## config.mk

```make
export PLATFORM = sky130hd
export DESIGN_NAME = vec_exec_unit
export DESIGN_NICKNAME = d
export VERILOG_FILES = /design/src/rtl/vec_exec_unit.sv
export SDC_FILE = /design/constraint.sdc
export NUM_CORES = 1
export LEC_CHECK = 0
export CAP_MARGIN = 0
export CORE_UTILIZATION = 60
export DETAILED_ROUTE_END_ITERATION = 12
export DONT_BUFFER_PORTS = 1
export PLACE_DENSITY = 0.78
export SLEW_MARGIN = 20
export SYNTH_ARGS = -nofsm -noshare
export SYNTH_HDL_FRONTEND = slang
export SYNTH_SLANG_ARGS = --single-unit
```

## constraint.sdc

```tcl
create_clock -name clk -period 0.8 [get_ports clk]
set_input_delay 0.12 -clock clk [delete_from_list [all_inputs] [get_ports clk]]
set_output_delay 0.12 -clock clk [all_outputs]
set_load 0.01 [all_outputs]
```

## src/rtl/vec_exec_unit.sv

```systemverilog
// Execute stage for the vector-extended CPU: opcode decode, a 32-bit scalar ALU and
// four 8-bit lane ALUs, with every output registered for the MEM stage.
module vec_exec_unit (
    input  logic        clk,
    input  logic        rst_n,
    input  logic        clear,
    input  logic        in_valid,
    input  logic [4:0]  opcode,
    input  logic        vect,
    input  logic        imm_sel,
    input  logic [7:0]  imm8,
    input  logic [31:0] a,
    input  logic [31:0] b,
    output logic        out_valid,
    output logic [31:0] result,
    output logic        zero,
    output logic [1:0]  aluop,
    output logic        memread,
    output logic        memwrite,
    output logic        memtoreg,
    output logic        regwrite,
    output logic        jump
);

    logic [1:0]  w_aluop;
    logic        w_memread, w_memwrite, w_memtoreg, w_regwrite, w_jump;
    logic [31:0] w_opb, w_scalar, w_lanes, w_result;
    logic        w_accept;

    logic        r_valid;
    logic [31:0] r_result;
    logic        r_zero;
    logic [1:0]  r_aluop;
    logic        r_memread, r_memwrite, r_memtoreg, r_regwrite, r_jump;

    always_comb begin
        w_aluop    = 2'b00;
        w_memread  = 1'b0;
        w_memwrite = 1'b0;
        w_memtoreg = 1'b0;
        w_regwrite = 1'b0;
        w_jump     = 1'b0;
        case (opcode)
            5'h00: w_regwrite = 1'b1;
            5'h01: begin w_aluop = 2'b01; w_regwrite = 1'b1; end
            5'h02: begin w_aluop = 2'b10; w_regwrite = 1'b1; end
            5'h03: begin w_aluop = 2'b11; w_regwrite = 1'b1; end
            5'h04: begin w_memread = 1'b1; w_memtoreg = 1'b1; w_regwrite = 1'b1; end
            5'h05: w_memwrite = 1'b1;
            5'h06: begin w_aluop = 2'b01; w_jump = 1'b1; end
            default: ;
        endcase
    end

    assign w_opb = imm_sel ? {4{imm8}} : b;

    always_comb begin
        w_scalar = 32'h0;
        case (w_aluop)
            2'b00: w_scalar = a + w_opb;
            2'b01: w_scalar = a - w_opb;
            2'b10: w_scalar = a & w_opb;
            2'b11: w_scalar = a | w_opb;
            default: ;
        endcase
    end

    // Each lane is computed on its own 8-bit slice so no carry or borrow leaks across lanes.
    always_comb begin
        w_lanes = 32'h0;
        for (int k = 0; k < 4; k++) begin
            case (w_aluop)
                2'b00: w_lanes[8*k +: 8] = a[8*k +: 8] + w_opb[8*k +: 8];
                2'b01: w_lanes[8*k +: 8] = a[8*k +: 8] - w_opb[8*k +: 8];
                2'b10: w_lanes[8*k +: 8] = a[8*k +: 8] & w_opb[8*k +: 8];
                2'b11: w_lanes[8*k +: 8] = a[8*k +: 8] | w_opb[8*k +: 8];
                default: ;
            endcase
        end
    end

    assign w_result = vect ? w_lanes : w_scalar;
    assign w_accept = in_valid & ~clear;

    always_ff @(posedge clk or negedge rst_n) begin
        if (!rst_n) begin
            r_valid    <= 1'b0;
            r_result   <= 32'h0;
            r_zero     <= 1'b0;
            r_aluop    <= 2'b00;
            r_memread  <= 1'b0;
            r_memwrite <= 1'b0;
            r_memtoreg <= 1'b0;
            r_regwrite <= 1'b0;
            r_jump     <= 1'b0;
        end else if (w_accept) begin
            r_valid    <= 1'b1;
            r_result   <= w_result;
            r_zero     <= (w_scalar == 32'h0);
            r_aluop    <= w_aluop;
            r_memread  <= w_memread;
            r_memwrite <= w_memwrite;
            r_memtoreg <= w_memtoreg;
            r_regwrite <= w_regwrite;
            r_jump     <= w_jump;
        end else begin
            // Bubble or flush: result and zero keep their last captured value.
            r_valid    <= 1'b0;
            r_aluop    <= 2'b00;
            r_memread  <= 1'b0;
            r_memwrite <= 1'b0;
            r_memtoreg <= 1'b0;
            r_regwrite <= 1'b0;
            r_jump     <= 1'b0;
        end
    end

    assign out_valid = r_valid;
    assign result    = r_result;
    assign zero      = r_zero;
    assign aluop     = r_aluop;
    assign memread   = r_memread;
    assign memwrite  = r_memwrite;
    assign memtoreg  = r_memtoreg;
    assign regwrite  = r_regwrite;
    assign jump      = r_jump;

endmodule

```

==> key figures, run 1 <==
Clock network
  • Num Clock Sinks: 40
  • Clock buffer depth: 2
  • H-tree depth: 2
  • Post_cts resized: 242
  • Num CTS Buffers: 5
  • Root Buffer: clkbuf_16
  • Post-CTS Hold Fix Bufs: 2
  • Post-CTS Setup Bufs: 55

Status
  • Fail Step: 4_1_cts
  • Status: stopped before the end
  • Stop err: [ERROR DPL-0033] detailed placement checks failed during check placement.

Synthesis
  • Netlist Area Pre-Place: 7030 um^2
  • Commonest cells post-synth: nand2_1 (102), o21ai_0 (98), a21oi_1 (77)
  • Register area share after synthesis: 14.2%
  • Top post-synthesis cells by area: dfrtp_1 (14%), ha_1 (11%), xnor2_1 (7.1%), o21ai_0 (7.0%), a21oi_1 (5.5%)
  • YS warnings: 0
  • Distinct cells, synth: 74
  • Async SR Flop Fraction: 100%
  • Syn Area/Cell: 7.40 um^2
  • Mux share of post-synthesis cell area: 6.73%
  • Mapped Nets: 1101
  • Post-synthesis cell count: 950
  • Area leader, netlist: dfrtp_1
  • Most common cell in the netlist: nand2_1
  • Synth top area share: 14.2%
  • Post-synthesis compound-gate area fraction: 28.2%
  • Synth Flop Type: dfrtp_1
  • Main combinational cell family by area after synthesis: compound AO/OA/AOI/OAI gates
  • Seq cells post-synth: 40
  • Synth Area in Simple Gates: 20.6%
  • Area share of fa/ha/maj cells after synthesis: 14.5%
  • Number of synthesized flops with an enable pin: 0
  • Xor and xnor fraction of the mapped netlist area: 10.8%

Floorplan
  • Chip Width: 110 um
  • Die Height: 110 um
  • I/O pin cnt: 124
  • Starting density of the core: 61.6%
  • Cell Rows: 39

Placement
  • Placer congestion estimate: 1.14
  • Dpl cells: 1353
  • IO Port Bufs: 0
  • Post-DP HPWL: 24600 um
## through the flow
step / TNS, ns / setup slack (ns) / instance area, um^2 / utilization (%)
after floorplan: -78.12 / -3.19 / 7520 / -
after detailed placement: -87.31 / -3.29 / 9610 / 84.1
after global placement: -83.48 / -3.19 / 9610 / 84.1
## kinds of logic after synthesis
logic type	after synthesis
flops	40
mux	44
xor+xnor	85
simple gates	299
fa+ha+maj	82
buf+inv	84
compound gates	316
==> inputs of run 2 (changes only) <==
Settings changed: CORE_UTILIZATION 60 to 40, PLACE_DENSITY 0.78 to not set, PLACE_DENSITY_LB_ADDON set to 0.15.
==> run 2 against run 1 <==
  * The flow now finishes, with violations (negative hold slack, negative setup slack)
  * Synthesized cell count unchanged
  * Synthesized area unchanged
==> key figures, run 2 <==
Synthesis
  • YS warnings: 0 (unchanged)
  • Synth Flop Type: dfrtp_1
  • Mux share of post-synthesis cell area: 6.73% (unchanged)
  • Post-synthesis compound-gate area fraction: 28.2% (unchanged)
  • Synth top area share: 14.2% (unchanged)
  • Most common cell in the netlist: nand2_1
  • Register area share after synthesis: 14.2% (unchanged)
  • Xor and xnor fraction of the mapped netlist area: 10.8% (unchanged)
  • Syn Area/Cell: 7.40 um^2 (unchanged)
  • Netlist Area Pre-Place: 7030 um^2 (unchanged)
  • Distinct cells, synth: 74 (unchanged)
  • Area share of fa/ha/maj cells after synthesis: 14.5% (unchanged)
  • Mapped Nets: 1101 (unchanged)
  • Area leader, netlist: dfrtp_1
  • Top post-synthesis cells by area: dfrtp_1 (14%), ha_1 (11%), xnor2_1 (7.1%), o21ai_0 (7.0%), a21oi_1 (5.5%)
  • Seq cells post-synth: 40 (unchanged)
  • Synth Area in Simple Gates: 20.6% (unchanged)
  • Post-synthesis cell count: 950 (unchanged)
  • Number of synthesized flops with an enable pin: 0 (unchanged)
  • Async SR Flop Fraction: 100% (unchanged)
  • Main combinational cell family by area after synthesis: compound AO/OA/AOI/OAI gates
  • Commonest cells post-synth: nand2_1 (102), o21ai_0 (98), a21oi_1 (77)

Clock network
  • Clock buffer depth: 2 (unchanged)
  • CTS clk-pin slew, worst paths: 0.06 ns
  • Skew-Pair Late Insertion Delay: 0.28 ns
  • Post-CTS Hold Fix Bufs: 2 (unchanged)
  • TritonCTS clock tree: yes
  • Root Buffer: clkbuf_16
  • Num CTS Buffers: 5 (unchanged)
  • H-tree depth: 2 (unchanged)
  • Num Clock Sinks: 40 (unchanged)

Route
  • Drt total wl: 33300 um
  • 1st-pass router iterations: 7
  • 1st-iter DRT viols: 808
  • Drt wl/cell: 21.8 um
  • DRC violations left: 0
  • Final antenna-violating net count: 0
  • Vias per Instance: 5.95
  • Via Count: 9095

Setup path
  • Setup crit start kind: input pin
  • Critical Path AT: 3.82 ns
  • Critical Path RT: 1.02 ns
  • Path type of the worst setup path: input pin to register
  • Crit-path max FO: 7
  • Endpoint type of the worst setup path: register

Final layout
  • Most frequent cells in the layout: buf_4 (312), nand2_1 (83), buf_6 (74), nor2_1 (56), ha_1 (55)
  • Diode count: 0
  • Filler cell count: 1329
  • Layout area overhead: 72.5%
  • Most common cell after layout, fill and taps aside: buf_4
  • Final Core Density: 70.4%
  • Flip-flop count of the largest register after layout: 32
  • Sequential standard cell area: 1000 um^2
  • Layout cells sized above 1: 49.9%
  • Area of the multi-input gates: 7200 um^2
  • Post-layout nets: 1455

GRT
  • Vias in the first global route: 8312
  • Initial antenna violation count: 1
  • Busiest grt layer: met2
  • Tot GR Track Use: 35.3%
  • Global-route wire length before repair: 48600 um
  • M1 GR Usage: 50.7%
  • GR Util met2: 53.9%
  • Grt met3 use: 5.22%
  • GRT overflow: 0
  • Largest net degree at the start of global routing: 57

Floorplan
  • Cell Rows: 48 (+23%)
  • Die ar.: 18100 um^2
  • Starting density of the core: 40.8% (-21 points)
  • I/O pin cnt: 124 (unchanged)
  • Die Height: 135 um (+22%)
  • Chip Width: 135 um (+22%)
  • Core Area: 17200 um^2

STA
  • Worst Max-Slew Pin Slew: 0.646 ns
  • Final hold vios: 40
  • RSZ-0062 raised after global routing: yes
  • Max Clk Rate: 278 MHz
  • Tmin final: 3.59 ns
  • Worst Setup Slack, final: -2.79 ns
  • Final period utilization: 449%
  • # setup viols final: 75
  • Max Slew Vio Count: 0
  • Worst Hold Slack: -0.473 ns
  • Relative slew margins: 56.4%
  • Worst Skew: 0 ns

Run
  • Max_cap viols: 0

Pwr
  • Maximum VDD drop: 1.65 mV
  • Final Power: 19.4 mW
  • Lkg Pwr: 5.51 nW
  • Pwr per Cell Area: 1600 nW/um^2

Hold path
  • Worst hold-check path type: input pin to asynchronous set/reset pin

Placement
  • IO Port Bufs: 0 (unchanged)
  • Placer congestion estimate: 0.993 (-13%)
  • Post-DP HPWL: 24900 um (+1.2%)

Status
  • Failing checks: negative hold slack, negative setup slack
  • Status: finished with violations
-- run 2: cell counts after synthesis --
No cell type changed its count.
-- run 2: layout make-up --
class,count,area share (%)
clock buffer,5,1.03
clock inverter,2,0.495
inverter,37,1.20
multi-input combinational,826,59.4
sequential,40,8.26
tap,225,2.32
timing repair buffer,394,27.3
-- run 2: kinds of logic (layout without fill, tap and decap cells) --
| kind of cell | after synthesis | in the layout |
|---|---|---|
| AOI/OAI and AO/OA | 316 | 316 |
| xor gates and xnor gates | 85 | 85 |
| buffers and inverters | 84 | 438 |
| muxes | 44 | 44 |
| DFF | 40 | 40 |
| and+or+nand+nor | 299 | 299 |
| adders and majority gates | 82 | 82 |
-- run 2: critical path: stages --
cell	delay [ns]
nor4b_4	0.34
o21ai_2	0.13
or2_4	0.30
nor3_4	0.27
nand4_1	0.20
buf_6	0.18
buf_4	0.13
o31ai_4	0.17
xnor2_1	0.21
ha_1	0.30
and4_1	0.23
a32oi_1	0.25
a31oi_1	0.12
xnor3_2	0.28
o41ai_2	0.34
nand4_1	0.14
nand2_1	0.08
-- run 2: worst paths after layout --
kind                             from    endpoint  slack (ns)  cells past startpoint
max                           imm8[4]        zero       -2.79                     17
min                             rst_n   result[5]       -0.47                      0
max reg2reg                result[12]  result[12]       -0.09                      2
min reg2reg                result[20]  result[20]        0.50                      2
max in group asynchronous       rst_n  result[25]        1.18                      0
min in group clk            opcode[2]    memwrite        0.03                      2
-- run 2: power breakdown --
part	leakage (nW)	total, mW	switching, mW	internal [mW]
combinational	4.92	14.0	6.61	7.44
clock	0.0899	2.55	0.782	1.77
sequential	0.494	2.77	0.310	2.46
-- run 2: layer usage --
layer / up-vias / routed length, um
met1: 4346 / 14500
li1: 4198 / -
met3: 76 / 3030
met2: 475 / 14600
met4: 0 / 1100
met5: - / 0
-- run 2: metrics by stage --
stage	setup TNS (ns)	cells	setup slack (ns)	area, um^2	hold slack [ns]
floorplan	-78.12	950	-3.19	7520	-0.176
global placement	-84.38	1444	-3.28	9780	-0.175
detailed placement	-86.05	1444	-3.34	9780	-0.175
CTS	-72.00	1517	-2.73	11500	-0.477
global route	-78.08	1529	-2.93	12100	-0.483
finish	-73.88	1529	-2.79	12100	-0.473
-- run 2: what timing repair did --
action / CTS / global route
gates resized for setup: 239 / 130
setup endpoints to repair: 75 / 78
setup buffers: 80 / 32
hold endpoints to repair: 43 / 40
pin swaps: 128 / 128
No activity file was read; power rests on OpenSTA's default activity.
==> inputs of run 3 (changes only) <==
Settings changed: CORE_ASPECT_RATIO set to 0.6.
==> run 3 against run 2 <==
  * The flow still finishes with violations (negative hold slack, negative setup slack)
  * Design area decreased by 3.2%
  * First-iteration DRC count up 42%
  * Fmax down 2.5%
  * Core utilization fell by 2.0 points
  * Total power shrank 2.6%
  * Via count down 0.89%
  * Critical path type unchanged
  * Critical endpoint unchanged
  * Largest cell class unchanged
==> key figures, run 3 (same netlist as run 2, synthesis figures left out) <==
Clock network
  • TritonCTS clock tree: yes
  • Root Buffer: clkbuf_16
  • Post-CTS Hold Fix Bufs: 2 (unchanged)
  • Num Clock Sinks: 40 (unchanged)
  • Clock buffer depth: 2 (unchanged)
  • Num CTS Buffers: 5 (unchanged)
  • CTS clk-pin slew, worst paths: 0.06 ns (about the same)
  • Skew-Pair Late Insertion Delay: 0.27 ns (about the same)
  • H-tree depth: 2 (unchanged)

Final layout
  • Post-layout instance count excluding filler cells: 1537 (+0.52%)
  • Flip-flop count of the largest register after layout: 32 (unchanged)
  • Final Cell Area: 11700 um^2 (-3.2%)
  • Sequential standard cell area: 1000 um^2 (unchanged)
  • Most common cell after layout, fill and taps aside: buf_4
  • Most frequent cells in the layout: buf_4 (312), nand2_1 (85), buf_6 (75), a21oi_1 (63), nor2_1 (62)
  • Filler cell count: 1398 (+5.2%)
  • Post-layout nets: 1453 (-0.14%)
  • Layout area overhead: 66.9%
  • Diode count: 0 (unchanged)
  • Layout cells sized above 1: 45.7% (-4.2 points)
  • Area of the multi-input gates: 6860 um^2 (-4.7%)

Run
  • Max_cap viols: 0 (unchanged)

Floorplan
  • I/O pin cnt: 124 (unchanged)
  • Starting density of the core: 40.9% (+0.15 points)
  • Die ar.: 18100 um^2 (about the same)
  • Core Area: 17200 um^2 (-0.36%)
  • Chip Width: 173 um (+29%)
  • Cell Rows: 37 (-23%)
  • Die Height: 105 um (-22%)

Setup path
  • Path type of the worst setup path: input pin to register
  • Slowest stage delay, CP: 0.54 ns (+0.20 ns)
  • Worst path slowest cell: or4_4
  • Flop2flop setup slack: -0.09 ns (about the same)
  • Most common cell type on the critical path: nand4_1
  • Crit path cell chain: mux2i_4 > ha_4 > nand3_4 > nor2_4 > nand2_4 > nor3_2 > a21oi_1 > xnor2_1 > ha_1 > nand4_1 > or4_4 > nand3_1 > o2111ai_1 > a31oi_1 > xnor3_2 > o41ai_4 > nand4_1 > nand2_1
  • Endpoint type of the worst setup path: register
  • Crit-path max FO: 48 (+41)
  • Critical Path RT: 1.01 ns (about the same)
  • Setup crit start kind: input pin
  • Critical Path AT: 3.89 ns (+0.07 ns)

STA
  • Relative slew margins: 49.2% (-7.2 points)
  • RSZ-0062 raised after global routing: yes
  • Worst Hold Slack: -0.464 ns (+0.00885 ns)
  • Setup TNS after final layout: -77.47 ns (-3.60 ns)
  • Tmin final: 3.68 ns (+0.0906 ns)
  • Worst Setup Slack, final: -2.88 ns (-0.0906 ns)
  • Max Slew Vio Count: 0 (unchanged)
  • Final period utilization: 460% (+11 points)
  • Max Clk Rate: 272 MHz (-2.5%)
  • Final hold vios: 40 (unchanged)
  • Worst Skew: 0 ns (unchanged)
  • Worst Max-Slew Pin Slew: 0.756 ns (+0.110 ns)
  • # setup viols final: 69 (-8.0%)

Route
  • DRC violations left: 0 (unchanged)
  • Final antenna-violating net count: 0 (unchanged)
  • Via Count: 9014 (-0.89%)
  • 1st-iter DRT viols: 1147 (+42%)
  • Drt wl/cell: 22.9 um (+5.4%)
  • Drt total wl: 35200 um (+5.9%)
  • 1st-pass router iterations: 5 (-2)
  • Vias per Instance: 5.86 (-1.4%)

GRT
  • Vias in the first global route: 8427 (+1.4%)
  • Largest net degree at the start of global routing: 57 (unchanged)
  • Global-route wire length before repair: 51500 um (+6.1%)
  • Initial antenna violation count: 0 (-1)
  • GRT overflow: 0 (unchanged)
  • Tot GR Track Use: 37.8% (+2.4 points)

Placement
  • Placer congestion estimate: 1.06 (+6.7%)
  • IO Port Bufs: 0 (unchanged)
  • Post-DP HPWL: 27800 um (+11%)
  • Dpl cells: 1461 (+1.2%)
  • DP Area: 9850 um^2 (+0.73%)
  • Post-place setup slack: -3.33 ns (+0.0105 ns)

Hold path
  • Worst hold-check path type: input pin to asynchronous set/reset pin

Pwr
  • Lkg Pwr: 5.41 nW (-1.8%)
  • Maximum VDD drop: 0.862 mV (-48%)
  • Pwr per Cell Area: 1610 nW/um^2 (+0.65%)
  • Final Power: 18.9 mW (-2.6%)

Status
  • Status: finished with violations
  • Failing checks: negative hold slack, negative setup slack
-- run 3: report_power, final --
group	total [mW]	internal (mW)	switching [mW]
sequential	2.80	2.46	0.335
clock	2.18	1.46	0.716
combinational	13.9	7.21	6.68
-- run 3: critical path, delay by kind of cell --
kind,cells,cell delay (ns)
simple gates,9,1.64
compound gates,4,0.85
fa+ha+maj,2,0.54
xor+xnor,2,0.47
mux,1,0.27
-- run 3: timing repair --
item | CTS | global route
endpoints found under the hold margin | 43 | 40
gates resized for setup | 165 | 112
buffers inserted | 41 | 36
setup endpoints to repair | 71 | 76
pin swaps | 65 | 58
-- run 3: layer usage --
metal	global-route usage [%]	wire [um]	vias to the layer above
li1	-	-	4195
met1	54.4	15500	4199
met2	49.1	13000	565
met3	19.7	6110	55
met4	6.13	626	0
met5	0	0	-
-- run 3: layout make-up --
| class | instances | share of cell area [%] |
|---|---|---|
| Timing Repair Buffer | 392 | 27.8 |
| Inverter | 37 | 1.30 |
| Multi-Input combinational cell | 826 | 58.5 |
| Clock buffer | 6 | 1.10 |
| Tap cell | 234 | 2.49 |
| Clock inverter | 2 | 0.299 |
| Sequential cell | 40 | 8.54 |
-- run 3: stage by stage --
step	hold WS (ns)	util, %
after floorplan	-0.176	-
after global placement	-0.175	57.4
after detailed placement	-0.175	57.4
after CTS	-0.469	64.2
after global routing	-0.477	68.3
final	-0.464	68.3
-- run 3: path summary, 6_finish.rpt --
kind                            start          to  cells after the start
max                           imm_sel        zero                     18
min                             rst_n   result[9]                      0
max reg2reg                result[12]  result[12]                      2
min reg2reg                result[17]  result[17]                      2
max in group asynchronous       rst_n  result[30]                      0
min in group clk            opcode[1]        jump                      1
==> inputs of run 4 (changes only) <==
Settings changed: CORE_MARGIN set to 4.
==> run 4 against run 3 <==
  * The flow still finishes with violations (negative hold slack, negative setup slack)
  * Sequential share of layout area shrank 0.38 points
  * Design area grew 4.7%
  * First-iteration DRC count shrank 14%
  * Cell count grew 0.13%
  * Routed wire length grew 4.8%
  * Critical path type unchanged
  * Critical endpoint unchanged
  * Largest cell class unchanged
  * Largest power group unchanged
==> key figures, run 4 (same netlist as run 2, synthesis figures left out) <==
Status
  • Status: finished with violations
  • Failing checks: negative hold slack, negative setup slack

Final layout
  • Post-layout instance count excluding filler cells: 1539 (+0.13%)
  • Most frequent cells in the layout: buf_4 (319), nand2_1 (77), buf_6 (68), nor2_1 (59), a21oi_1 (53)
  • Layout area overhead: 74.7%
  • Final Core Density: 71.5% (+3.2 points)
  • Most common cell after layout, fill and taps aside: buf_4
  • Layout cells sized above 1: 50.6% (+4.9 points)
  • Flip-flop count of the largest register after layout: 32 (unchanged)
  • Post-layout nets: 1454 (+0.069%)

Pwr
  • Maximum VDD drop: 0.876 mV (+1.6%)
  • Sequential Power Share: 14.1% (-0.7 points)
  • Clk pwr share: 11.3% (-0.3 points)
  • Net Sw Frac: 41.3% (+0.32 points)
  • Sw Pwr: 8.15 mW (+5.5%)
  • Comb power frac: 74.6% (+1.0 points)
  • Lkg Pwr: 5.52 nW (+2.1%)
  • Final Power: 19.8 mW (+4.7%)
  • Pwr per Cell Area: 1610 nW/um^2 (about the same)
  • Int Pwr: 11.6 mW (+4.1%)

STA
  • # setup viols final: 70 (+1.4%)
  • Worst Max-Slew Pin Slew: 0.681 ns (-0.0751 ns)
  • Tmin final: 3.67 ns (-0.0115 ns)
  • Relative slew margins: 54.6% (+5.4 points)
  • Worst Hold Slack: -0.469 ns (-0.00449 ns)
  • Final hold vios: 40 (unchanged)
  • Max Slew Vio Count: 0 (unchanged)
  • Worst Setup Slack, final: -2.87 ns (+0.0115 ns)
  • Final period utilization: 459% (-1.4 points)
  • RSZ-0062 raised after global routing: yes
  • Worst Skew: 0 ns (unchanged)
  • Max Clk Rate: 272 MHz (+0.31%)

Setup path
  • Top delay family on crit path: simple AND/OR/NAND/NOR gates
  • Critical Path RT: 1.02 ns (about the same)
  • Buf/Inv on CP: 3 (+3)
  • Worst path slowest cell: or4_1
  • Slowest stage delay, CP: 0.52 ns (-0.02 ns)
  • Most common cell type on the critical path: buf_4
  • Critical Path AT: 3.89 ns (about the same)
  • Path type of the worst setup path: input pin to register
  • Crit path cell chain: mux2i_2 > buf_4 > inv_1 > ha_2 > or4_1 > a222oi_1 > o2111ai_1 > a2111oi_2 > buf_4 > a21oi_1 > a2111o_1 > or4_4 > nor4b_4 > nand4_1 > nand2_1
  • Setup crit start kind: input pin
  • Crit-path max FO: 48 (unchanged)
  • Endpoint type of the worst setup path: register

Route
  • Final antenna-violating net count: 0 (unchanged)
  • DRC violations left: 0 (unchanged)
  • Vias per Instance: 5.94 (+1.2%)
  • Drt total wl: 37000 um (+4.8%)
  • 1st-pass router iterations: 5 (unchanged)
  • Drt wl/cell: 24.0 um (+4.7%)
  • Via Count: 9137 (+1.4%)
  • 1st-iter DRT viols: 989 (-14%)

Clock network
  • Post-CTS Hold Fix Bufs: 2 (unchanged)
  • Skew-Pair Late Insertion Delay: 0.28 ns (about the same)
  • Num CTS Buffers: 5 (unchanged)
  • Root Buffer: clkbuf_16
  • Num Clock Sinks: 40 (unchanged)
  • TritonCTS clock tree: yes
  • Clock buffer depth: 2 (unchanged)
  • CTS clk-pin slew, worst paths: 0.06 ns (about the same)
  • H-tree depth: 2 (unchanged)

GRT
  • Initial antenna violation count: 3 (+3)
  • Global-route wire length before repair: 53300 um (+3.5%)
  • GRT overflow: 0 (unchanged)
  • GR Util met2: 44.8% (-4.2 points)
  • Grt met3 use: 16.5% (-3.2 points)
  • M1 GR Usage: 54.3% (-0.064 points)
  • Tot GR Track Use: 35.3% (-2.4 points)
  • Vias in the first global route: 8379 (-0.57%)
  • Busiest grt layer: met1
  • Largest net degree at the start of global routing: 57 (unchanged)

Floorplan
  • Starting density of the core: 40.9% (unchanged)
  • Die ar.: 19800 um^2 (+9.4%)
  • Cell Rows: 37 (unchanged)
  • Die Height: 111 um (+5.7%)
  • Chip Width: 179 um (+3.5%)
  • Core Area: 17200 um^2 (unchanged)
  • I/O pin cnt: 124 (unchanged)

Placement
  • Post-place setup slack: -3.50 ns (-0.173 ns)
  • Dpl cells: 1461 (unchanged)
  • Placer congestion estimate: 1.06 (+0.24%)
  • Post-DP HPWL: 28600 um (+2.9%)
  • IO Port Bufs: 0 (unchanged)

Run
  • Max_cap viols: 0 (unchanged)

Hold path
  • Worst hold-check path type: input pin to asynchronous set/reset pin
[run 4: cell types whose count changed in the layout (fill, tap and decap cells not counted), moves of 6 or more]
cell     delta
o21ai_0    -15
a21oi_1    -10
xnor2_1     -9
nand2_1     -8
o21ai_2     +8
buf_4       +7
buf_6       -7
a21oi_2     +6
nand2_2     +6
xnor2_2     +6
[run 4: area by class of cell]
| type | instances | area, um^2 |
|---|---|---|
| clock buffer | 6 | 129 |
| tap | 234 | 293 |
| fill | 1397 | 4890 |
| timing repair buffer | 393 | 3260 |
| clock inverter | 2 | 35.0 |
| multi-input combinational | 826 | 7420 |
| sequential | 40 | 1000 |
| antenna | 1 | 2.50 |
| inverter | 37 | 145 |
[run 4: power groups by stage]
stage | sequential [mW] | combinational, mW | clock (mW)
after global routing | 2.84 | 15.6 | 2.35
final | 2.79 | 14.7 | 2.24
after floorplan | 2.92 | 5.46 | 0
after detailed placement | 2.75 | 10.8 | 0
after CTS | 2.78 | 12.8 | 2.27
after global placement | 2.74 | 10.8 | 0
[run 4: worst paths after layout]
check                           startpoint         end  slack [ns]  cells after the start
min in group clk                      vect  result[28]        0.05                      3
worst min-delay path                 rst_n        jump       -0.47                      0
worst max-delay path               imm_sel        zero       -2.87                     15
worst min register to register  result[20]  result[20]        0.51                      2
max in group asynchronous            rst_n  result[25]        1.18                      0
worst max register to register   result[1]   result[1]       -0.11                      2
[run 4: timing repair]
item,4_1_cts,5_1_grt
endpoints found under the setup margin,75,79
pin swaps,88,103
gates resized for setup,224,160
hold endpoints to repair,43,40
buffers inserted,50,33
[run 4: per-stage QoR]
step / cell area, um^2 / setup TNS (ns)
final: 12300 / -74.82
after global routing: 12300 / -79.03
after global placement: 9840 / -89.09
after detailed placement: 9840 / -90.08
after floorplan: 7520 / -78.12
after CTS: 11300 / -74.22
[run 4: layer usage]
metal  part of all wire (%)  vias to the layer above
met5                   0.24                        -
met4                    1.3                        4
met3                     14                       41
met2                     38                      518
met1                     46                     4353
li1                       -                     4221
==> patch, RTL diff (config.mk and constraints of run 2) <==
Make the reset (`rst_n`) synchronous in one clocked block.
--- a/src/rtl/vec_exec_unit.sv
+++ b/src/rtl/vec_exec_unit.sv
@@ -82,7 +82,7 @@
     assign w_result = vect ? w_lanes : w_scalar;
     assign w_accept = in_valid & ~clear;
 
-    always_ff @(posedge clk or negedge rst_n) begin
+    always_ff @(posedge clk) begin
         if (!rst_n) begin
             r_valid    <= 1'b0;
             r_result   <= 32'h0;
Formal check against the unedited RTL: differs if rst_n is asserted again (counterexample within 4 cycles, from zero or initial values and one cycle with rst_n low); with rst_n held inactive, the same outputs for 10 cycles.
==> patch against run 2 <==
  * The run ends with setup timing left
  * Die area is 5.8% lower
  * Fmax shrank 0.68%
  * Largest cell class unchanged
  * Routed wire length shrank 15%
  * Via count fell by 9.1%
  * Design area is 8.9% lower
  * Critical endpoint is now zero
  * Setup slack lost 0.025 ns
  * Clock skew unchanged
  * Sequential cell count stayed put
  * Total power is 21% lower
  * Synthesized area down 5.9%
==> patch: results (changes against run 2) <==
.. list-table::
   :header-rows: 1

   * - Metric
     - Value
   * - Sequential cell count
     - 40 (unchanged)
   * - Post-detailed-route wirelength per cell
     - 19.14 um (was 21.76 um)
   * - Pin count of the biggest net entering global routing
     - 53 (was 57)
   * - Layout cell share with drive strength beyond 1
     - 0.4712 (was 0.4992)
   * - Cts hold-fix bufs
     - 4 (was 2)
   * - Arrival time at the worst endpoint
     - 3.83 ns (was 3.82 ns)
   * - Largest fanout on the critical path
     - 5 (was 7)
   * - Number of design-rule violations left by the first detailed-router iteration
     - 655 (was 808)
   * - Multi-input gate share of the layout cell area
     - 0.5955 (was 0.5939)
   * - Global router's overall resource usage
     - 0.3234 (was 0.3534)
   * - Static Leakage
     - 0.004943 uW (was 0.005506 uW)
   * - Max rail drop VDD
     - 1.168 mV (was 1.648 mV)
   * - Crit Reg-Reg Endpoint
     - result[9] (was result[12])
   * - Average via count per standard cell
     - 5.565 (was 5.948)
   * - HPWL after detailed placement
     - 22880 um (was 24910 um)
   * - Sequential cell area
     - 840.8 um2 (was 1002 um2)
   * - Clock-cell share of area
     - 0.01381 (was 0.01527)
   * - Clock group total power
     - 2030 uW (was 2550 uW)
   * - Count of multi-input combinational gates
     - 812 (was 826)
   * - Top area cells in the synthesized netlist
     - sky130_fd_sc_hd__dfxtp_1, sky130_fd_sc_hd__ha_1, sky130_fd_sc_hd__a21oi_1 (was sky130_fd_sc_hd__dfrtp_1, sky130_fd_sc_hd__ha_1, sky130_fd_sc_hd__xnor2_1)
   * - Family with the most delay on the worst path
     - compound AO/OA/AOI/OAI gates (was simple AND/OR/NAND/NOR gates)
   * - Final count of negative-setup-slack endpoints
     - 62 (was 75)
   * - Number of non-clock buffers
     - 366 (was 394)
   * - Total of clock buffers placed in the layout
     - 7 (was 5)
   * - Finished layout cell area
     - 11050 um2 (was 12130 um2)
   * - Reg2Reg Setup Slack
     - -0.05 ns (was -0.09 ns)
   * - Most numerous cell types in the synthesized netlist
     - sky130_fd_sc_hd__a21oi_1, sky130_fd_sc_hd__nand2_1, sky130_fd_sc_hd__o21ai_0, sky130_fd_sc_hd__nor2_1, sky130_fd_sc_hd__ha_1 (was sky130_fd_sc_hd__nand2_1, sky130_fd_sc_hd__o21ai_0, sky130_fd_sc_hd__a21oi_1, sky130_fd_sc_hd__nor2_1, sky130_fd_sc_hd__ha_1)
   * - Via count of the first global-routing pass
     - 7735 (was 8312)
   * - Run status
     - finished, violations left (unchanged)
   * - Worst slack at placement
     - -3.201 ns (was -3.340 ns)
   * - Proportion of synthesized area in mux cells
     - 0.03462 (was 0.06727)
   * - Post-synthesis average cell area
     - 6.999 um2 (was 7.401 um2)
   * - Netlist cell types
     - 76 (was 74)
   * - Worst Setup Slack, final
     - -2.817 ns (was -2.792 ns)
   * - Violations in the final reports
     - setup timing (was hold timing, setup timing)
   * - Layout fillers
     - 1382 (was 1329)
   * - Proportion of synthesized flip-flops having asynchronous set or reset
     - 0 (was 1.000)
   * - Slew HR
     - 0.5466 (was 0.5645)
   * - Count of placed standard cells including taps
     - 1431 (was 1444)
   * - Proportion of total power due to net switching
     - 0.4052 (was 0.3975)
patch: how the worst max path moves through the flow:
| stage | start | to | slack (ns) | cells past startpoint |
|---|---|---|---|---|
| floorplan | imm_sel | zero | -2.96 | 23 |
| global placement | imm8[4] | zero | -3.13 | 19 |
| detailed placement | imm8[4] | zero | -3.20 | 19 |
| CTS | imm8[4] | zero | -2.72 | 19 |
| global route | imm8[4] | zero | -3.00 | 20 |
| finish | imm8[4] | zero | -2.82 | 19 |
patch: per-layer routing:
| metal | track usage | vias to the layer above | part of all wire |
|---|---|---|---|
| met2 | 0.5163 | 368 | 0.44 |
| met4 | 0.09601 | 0 | 0.027 |
| met1 | 0.4395 | 3793 | 0.44 |
| met3 | 0.06148 | 55 | 0.092 |
| li1 | - | 4048 | - |
| met5 | 0 | - | 0 |
patch: cells by family (layout without fill, tap and decap cells):
logic type      count (synthesis)  count (layout)
flops                          40              40
buf+inv                        93             417
mux                            22              22
fa+ha+maj                      74              74
simple gates                  303             303
xor+xnor                       91              91
compound gates                322             322
